<file path="src/rtl/mc_control_fsm.sv">
// Multicycle MIPS main control FSM: sequences fetch/decode/execute/memory/writeback and
// drives datapath enables, mux selects and aluop. Optional `CTRL_BNE_EN adds bne support.
module mc_control_fsm #(
    parameter int WAIT_MAX = 0,
    parameter int CNT_W    = 8
) (
    input  logic       clk,
    input  logic       reset_n,
    input  logic [5:0] opcode,
    input  logic       zero,
    input  logic       mem_ready,
    output logic       iord,
    output logic       memread,
    output logic       memwrite,
    output logic       irwrite,
    output logic       regdst,
    output logic       memtoreg,
    output logic       regwrite,
    output logic       alusrca,
    output logic [1:0] alusrcb,
    output logic [1:0] aluop,
    output logic [1:0] pcsource,
    output logic       pc_en,
    output logic       illegal_op,
    output logic       mem_timeout,
    output logic [3:0] state
);

    typedef enum logic [3:0] {
        S_IDLE   = 4'd0,
        S_FETCH  = 4'd1,
        S_DECODE = 4'd2,
        S_MEMADR = 4'd3,
        S_MEMRD  = 4'd4,
        S_MEMWB  = 4'd5,
        S_MEMWR  = 4'd6,
        S_EXEC   = 4'd7,
        S_ALUWB  = 4'd8,
        S_BRANCH = 4'd9,
        S_JUMP   = 4'd10,
        S_ADDIEX = 4'd11,
        S_ADDIWB = 4'd12
    } state_t;

    localparam logic [5:0] OP_R    = 6'b000000;
    localparam logic [5:0] OP_LW   = 6'b100011;
    localparam logic [5:0] OP_SW   = 6'b101011;
    localparam logic [5:0] OP_BEQ  = 6'b000100;
    localparam logic [5:0] OP_J    = 6'b000010;
    localparam logic [5:0] OP_ADDI = 6'b001000;
    localparam logic [5:0] OP_BNE  = 6'b000101;

    localparam bit             TIMEOUT_EN = (WAIT_MAX > 0);
    localparam logic [CNT_W-1:0] WAIT_LAST = CNT_W'((WAIT_MAX > 0) ? (WAIT_MAX - 1) : 0);

    state_t           cur_state;
    state_t           nxt_state;
    logic [CNT_W-1:0] wait_cnt;
    logic [CNT_W-1:0] wait_cnt_nxt;
    logic             illegal_nxt;
    logic             is_bne;
    logic             waiting;
    logic             expire;
    logic             entering_wait;

`ifdef CTRL_BNE_EN
    assign is_bne = (opcode == OP_BNE);
`else
    assign is_bne = 1'b0;
`endif

    // Memory-handshake states share one wait counter; expiry needs mem_ready low.
    assign waiting = (cur_state == S_FETCH) || (cur_state == S_MEMRD) || (cur_state == S_MEMWR);
    assign expire  = TIMEOUT_EN && waiting && !mem_ready && (wait_cnt == WAIT_LAST);

    always_ff @(posedge clk or negedge reset_n) begin
        if (!reset_n) begin
            cur_state   <= S_IDLE;
            wait_cnt    <= '0;
            illegal_op  <= 1'b0;
            mem_timeout <= 1'b0;
        end else begin
            cur_state   <= nxt_state;
            wait_cnt    <= wait_cnt_nxt;
            illegal_op  <= illegal_nxt;
            mem_timeout <= expire;
        end
    end

    always_comb begin
        nxt_state   = cur_state;
        illegal_nxt = 1'b0;
        case (cur_state)
            S_IDLE:   nxt_state = S_FETCH;
            S_FETCH: begin
                if (mem_ready)   nxt_state = S_DECODE;
                else if (expire) nxt_state = S_FETCH;
            end
            S_DECODE: begin
                case (opcode)
                    OP_LW, OP_SW: nxt_state = S_MEMADR;
                    OP_R:         nxt_state = S_EXEC;
                    OP_BEQ:       nxt_state = S_BRANCH;
                    OP_J:         nxt_state = S_JUMP;
                    OP_ADDI:      nxt_state = S_ADDIEX;
                    default: begin
                        if (is_bne) begin
                            nxt_state = S_BRANCH;
                        end else begin
                            nxt_state   = S_FETCH;
                            illegal_nxt = 1'b1;
                        end
                    end
                endcase
            end
            S_MEMADR: nxt_state = (opcode == OP_LW) ? S_MEMRD : S_MEMWR;
            S_MEMRD: begin
                if (mem_ready)   nxt_state = S_MEMWB;
                else if (expire) nxt_state = S_FETCH;
            end
            S_MEMWB:  nxt_state = S_FETCH;
            S_MEMWR: begin
                if (mem_ready || expire) nxt_state = S_FETCH;
            end
            S_EXEC:   nxt_state = S_ALUWB;
            S_ALUWB:  nxt_state = S_FETCH;
            S_BRANCH: nxt_state = S_FETCH;
            S_JUMP:   nxt_state = S_FETCH;
            S_ADDIEX: nxt_state = S_ADDIWB;
            S_ADDIWB: nxt_state = S_FETCH;
            default:  nxt_state = S_IDLE;
        endcase
    end

    // A timeout re-entry into FETCH counts as a fresh entry and restarts the count.
    always_comb begin
        entering_wait = ((nxt_state == S_FETCH) || (nxt_state == S_MEMRD) || (nxt_state == S_MEMWR))
                        && ((nxt_state != cur_state) || expire);
        wait_cnt_nxt  = wait_cnt;
        if (entering_wait)
            wait_cnt_nxt = '0;
        else if (waiting && !mem_ready)
            wait_cnt_nxt = wait_cnt + CNT_W'(1);
    end

    always_comb begin
        iord     = 1'b0;
        memread  = 1'b0;
        memwrite = 1'b0;
        irwrite  = 1'b0;
        regdst   = 1'b0;
        memtoreg = 1'b0;
        regwrite = 1'b0;
        alusrca  = 1'b0;
        alusrcb  = 2'b00;
        aluop    = 2'b00;
        pcsource = 2'b00;
        pc_en    = 1'b0;
        case (cur_state)
            S_FETCH: begin
                memread = 1'b1;
                alusrcb = 2'b01;
                irwrite = mem_ready;
                pc_en   = mem_ready;
            end
            S_DECODE: alusrcb = 2'b11;
            S_MEMADR: begin
                alusrca = 1'b1;
                alusrcb = 2'b10;
            end
            S_MEMRD: begin
                iord    = 1'b1;
                memread = 1'b1;
            end
            S_MEMWB: begin
                memtoreg = 1'b1;
                regwrite = 1'b1;
            end
            S_MEMWR: begin
                iord     = 1'b1;
                memwrite = 1'b1;
            end
            S_EXEC: begin
                alusrca = 1'b1;
                aluop   = 2'b10;
            end
            S_ALUWB: begin
                regdst   = 1'b1;
                regwrite = 1'b1;
            end
            S_BRANCH: begin
                alusrca  = 1'b1;
                aluop    = 2'b01;
                pcsource = 2'b01;
                pc_en    = zero ^ is_bne;
            end
            S_JUMP: begin
                pcsource = 2'b10;
                pc_en    = 1'b1;
            end
            S_ADDIEX: begin
                alusrca = 1'b1;
                alusrcb = 2'b10;
                aluop   = 2'b11;
            end
            S_ADDIWB: regwrite = 1'b1;
            default: ;
        endcase
    end

    assign state = cur_state;

endmodule

</file>
<file path="config.mk">
export PLATFORM = sky130hd
export DESIGN_NAME = mc_control_fsm
export DESIGN_NICKNAME = d
export VERILOG_FILES = /design/src/rtl/mc_control_fsm.sv
export SDC_FILE = /design/constraint.sdc
export NUM_CORES = 1
export LEC_CHECK = 0
export CAP_MARGIN = 40
export CORE_MARGIN = 2
export CORE_UTILIZATION = 39
export DETAILED_ROUTE_END_ITERATION = 16
export PLACE_DENSITY_LB_ADDON = 0.15
export SLEW_MARGIN = 0
export SYNTH_ARGS = -nofsm -noshare
export SYNTH_HDL_FRONTEND = slang
export SYNTH_SLANG_ARGS = --single-unit
</file>
<file path="constraint.sdc">
create_clock -name clk -period 4 [get_ports clk]
set_clock_uncertainty 0.05 [all_clocks]
set_input_delay 0.8 -clock clk [delete_from_list [all_inputs] [get_ports clk]]
set_output_delay 0.8 -clock clk [all_outputs]
set_load 0.02 [all_outputs]
</file>
==> out/metrics.yaml, run 1 <==
portBuffers: 29
path_max_fanout: 6
rows: 13
cp-end-kind: "primary output"
dieArea_mm2: 0.00171
rsz0062_at_grt: "no"
vias: 633
synth_edf_count: 0
r2r_cells: 3
worstSetupPathType: "in2out"
synth-seq-cells: 5
routed_wl_um: 1360
postSynthAreaPerCell_um2: 7.65
startpoint: "mem_ready"
max_freq_mhz: 294
multi_input_area_um2: 370
grt_pass1_wl_um: 2010
dr.pass1.iters: 4
reg2reg_from: "state[1]"
start_util_pct: 41.7
cts_buffer_depth: 2
wl_per_cell_um: 12.0
ant_nets: 0
grt_max_degree: 19
use_met1_pct: 26.5
place_ws_ns: 0.609
areaGrowthSynthToFinish_pct: 53.7
dieHeight_um: 41.3
place_congestion: 0.834
post-route-min-period_ns: 3.40
clockRootBuffer: "clkbuf_4"
synth_cell_types: 34
cap_viol_max_count: 0
startpoint_type: "input pin"
path_clk_slew_ns: 0.04
h-tree-depth: 1
core_mm2: 0.00130
grt_use_total_pct: 18.1
drcViolationCount: 0
outcome: "completed"
synth.net_count: 81
powerDensity_mw_per_mm2: 680
p_leak_nw: 0.314
hold_violations: 0
synthArstFlopShare_pct: 100
drive_above_1_share_pct: 6.12
busiest_layer: "met1"
grt_pass1_vias: 458
cp.arrival_ns: 2.55
post_cts_resized: 0
timing.final.ws_setup_ns: 0.595
ioPinCount: 31
maxSlewHeadroom_pct: 64.3
vdd_ir_drop_max_uv: 541
synth_area_um2: 543
clk-insertion-delay-late_ns: 0.24
avgViaCountPerCell: 5.60
cts_hold_buffers: 0
drv_slew: 0
dp_hpwl_um: 1040
cts_tree: "built"
ys.flop_type: "dfrtp_1"
fin_tns_setup_ns: 0
fin_crit_sh_pct: 85.1
seq_area_um2: 125
yosys_warnings: 0
worst_ep_required_time_ns: 3.15
drt_iter0_markers: 7
ys_seq_area_share_pct: 23.0
finalNetCount: 109
cts_setup_buffers: 0
grt_util_met3_pct: 4.79
use_met2_pct: 25.8
cts_sinks: 5
worst_pin_slew_ns: 0.536
cts_buffers: 3
hold_class: "in2async"
fillers: 120
dieWidth_um: 41.3
antenna_found_initial: 0
gr-total-overflow: 0
setup_violations: 0
synthCells: 71
num_antenna_cells: 0
==> report_power, final <==
group          switching (W)  internal (W)  total (W)
registers          0.0000625     0.0000683   0.000131
clock network      0.0000188     0.0000376  0.0000564
logic               0.000186      0.000195   0.000381
total               0.000267      0.000301   0.000568
==> worst paths after layout <==
check	slack (ns)	to
max	0.60	pc_en
min	0.73	state[1]
max reg2reg	2.45	state[0]
min reg2reg	0.75	state[2]
max in group asynchronous	2.99	state[3]
min in group clk	0.75	state[2]
==> critical path, stage by stage <==
cell             delay, ns
clkdlybuf4s50_1       0.57
nand2_1               0.09
or3_1                 0.33
a21oi_1               0.15
clkdlybuf4s50_1       0.62
==> cells in the final DEF (no fill, tap or decap), drive strengths merged, types with 2 or more instances in the layout <==
cell / instances
clkdlybuf4s50: 29
nor2: 9
nand2b: 6
a21oi: 6
nor3: 5
dfrtp: 5
o21ai: 5
clkbuf: 4
nand2: 2
nor2b: 2
nor4b: 2
o211ai: 2
and3: 2
==> cell usage after synthesis (2+ instances only) <==
cell type / n / area [um2]
o211ai_1: 2 / 15.0
nor2b_1: 2 / 12.5
buf_4: 3 / 22.5
and3_1: 2 / 12.5
nor2_1: 9 / 33.8
nor3_1: 5 / 25.0
buf_2: 2 / 10.0
nor4b_2: 2 / 30.0
dfrtp_1: 5 / 125
nand2_1: 2 / 7.51
o21ai_1: 2 / 10.0
nand2b_1: 6 / 37.5
a21oi_1: 6 / 30.0
o21ai_0: 3 / 15.0
==> layer usage <==
layer  part of all wire [%]  vias to the layer above  wire length [um]
li1                       -                      317                 -
met1                     48                      295               658
met2                     47                       21               637
met3                    4.8                        0                65
met4                      0                        0                 0
met5                      0                        -                 0
==> metrics by stage <==
stage	hold slack (ns)	cell area, um2	std cells	utilization, %	total power (W)
after CTS	0.724	835	113	64.1	0.000574
after global routing	0.742	835	113	64.1	0.000611
after detailed placement	0.738	808	109	62.1	0.000513
final	0.728	835	113	64.1	0.000568
after global placement	0.745	808	109	62.1	0.000512
after floorplan	0.454	543	71	-	0.000363
==> sequential cells by signal (all words and copies together) (netlist names) <==
register and flops:
state 4, illegal_op 1
==> cell families (layout without fill, tap and decap cells) <==
family	count (synthesis)	in the layout	synth area share (%)
compound gates	22	22	27.4
simple gates	34	34	36.9
flops	5	5	23.0
xor+xnor	2	2	3.23
other cells	1	1	0.691
buf+inv	7	34	8.75
==> cell type report <==
| cell class | instances | share of cell area (%) |
|---|---|---|
| flip-flops and latches | 5 | 15.0 |
| well taps | 15 | 2.25 |
| inverters | 1 | 0.450 |
| repair buffers | 29 | 34.8 |
| clock buffers | 4 | 3.15 |
| multi-input cells | 59 | 44.4 |
Power figures use the tool's default switching activity.
==> run 2: changes to the inputs <==
--- a/config.mk
+++ b/config.mk
@@ -5,6 +5,7 @@
 export SDC_FILE = /design/constraint.sdc
 export NUM_CORES = 1
 export LEC_CHECK = 0
+export ABC_CLOCK_PERIOD_IN_PS = 4000
 export CAP_MARGIN = 40
 export CORE_MARGIN = 2
 export CORE_UTILIZATION = 39
==> results of run 2 <==
No change in the layout: final DEF, timing and power equal those of run 1.
==> RTL edit (settings of run 1) <==
Make the reset (`reset_n`) synchronous in one clocked block.
--- a/src/rtl/mc_control_fsm.sv
+++ b/src/rtl/mc_control_fsm.sv
@@ -74,5 +74,5 @@
     assign expire  = TIMEOUT_EN && waiting && !mem_ready && (wait_cnt == WAIT_LAST);
 
-    always_ff @(posedge clk or negedge reset_n) begin
+    always_ff @(posedge clk) begin
         if (!reset_n) begin
             cur_state   <= S_IDLE;
Formal check against the unedited RTL: differs if reset_n is asserted again (counterexample within 4 cycles, from zero or initial values and one cycle with reset_n low); with reset_n held inactive, the same outputs for 10 cycles.
==> RTL edit against run 1 <==
Non-clock buffer count is the same; design area up 4.9%; global-route usage is 2.3 points higher; routed wire length up 28%; worst setup slack improved by 0.30 ns; hold slack lost 0.019 ns; die area up 7.1%; area after synthesis increased by 7.8%; sequential cell count unchanged; total power decreased by 31%; largest cell class unchanged.
==> RTL edit: results (changes against run 1) <==
The layout net count came out at 123 (+13%). The most used flip-flop cell after synthesis is sky130_fd_sc_hd__dfxtp_1. The maximum resistive drop on vdd came out at 0.346 mV (-36%). The layout cell share with drive strength beyond 1 is 4.46% (-1.7 points). The area share of the leading cell type in the synthesized netlist is 17.1% (-5.9 points). The via count of the first global-routing pass was 668 (+46%).

The via density per instance was 5.78 (+3.2%). In the synthesized netlist, the cells that appear most often are 13 x sky130_fd_sc_hd__nor2_1, 8 x sky130_fd_sc_hd__nand2_1, 7 x sky130_fd_sc_hd__nor3_1, 5 x sky130_fd_sc_hd__dfxtp_1, 4 x sky130_fd_sc_hd__o21ai_0. The area after detailed placement was 850 µm² (+5.1%). The part of the Yosys area used for sequential elements came out at 17.1% (-5.9 points). The slew at the pin with the worst max-slew slack is 0.747 ns (+0.212 ns).

The placed wire-length estimate is 1270 µm (+21%). The flow ran to the end, and the final reports show no timing, DRC or antenna violations. The non-filler instance count after layout came out at 127 (+12%). The post-route met1 wirelength is 845 µm (+28%). The global routing usage on met1 was 27.2% (+0.69 points). The power per cell area is 445 nW/µm² (-35%). The final weighted congestion of routability-driven global placement is 0.873 (+4.8%). The first-pass GRT wire length is 2910 µm (+45%). The layout filler cell count is 139 (+16%). The combinational share of power came out at 59.0% (-8.0 points). The detailed route wirelength on metal2 is 805 µm (+26%). The pre-CTS setup slack is 0.895 ns (+0.286 ns). By area the synthesized netlist is led by sky130_fd_sc_hd__dfxtp_1 17%, sky130_fd_sc_hd__nor2_1 8.3%, sky130_fd_sc_hd__nor3_1 6.0%, sky130_fd_sc_hd__nand2_1 5.1%, sky130_fd_sc_hd__o21ai_0 3.4%. The met2 usage came out at 30.0% (+4.2 points).

The min-delay analysis places its worst path in the category register to register. The arrival time at the worst endpoint came out at 2.25 ns (-0.30 ns). The number of violations reported at the end of detailed-routing iteration 0 is 9 (+2). The power attributed to the clock group was 55.5 µW (-2%). The total routing resource utilization after global routing is 20.4% (+2.3 points).

The number of distinct library cells after synthesis is 39 (+15%).
## RTL edit: final cells by class
| cell class | count | area, µm² | area share [%] |
|---|---|---|---|
| multi-input cells | 71 | 429 | 49.0 |
| inverters | 3 | 11.3 | 1.29 |
| repair buffers | 29 | 290 | 33.1 |
| clock buffers | 4 | 26.3 | 3.00 |
| flip-flops and latches | 5 | 100 | 11.4 |
| well taps | 15 | 18.8 | 2.14 |
## RTL edit: logic make-up after synthesis
| kind of cell | share of synthesized area, % |
|---|---|
| AO/OA/AOI/OAI | 27.1 |
| XOR/XNOR | 4.49 |
| adder cells (fa/ha/maj) | 1.71 |
| buffers and inverters | 9.61 |
| flip-flops | 17.1 |
| other | 0.640 |
| AND/OR/NAND/NOR | 39.3 |
## RTL edit: path summary, 6_finish.rpt
check	startpoint	end	slack [ns]	cells after the start
setup / recovery	zero	pc_en	0.90	6
hold / removal	state[1]	illegal_op	0.71	2
setup reg to reg	state[0]	state[0]	2.26	4
hold reg to reg	state[1]	illegal_op	0.71	2
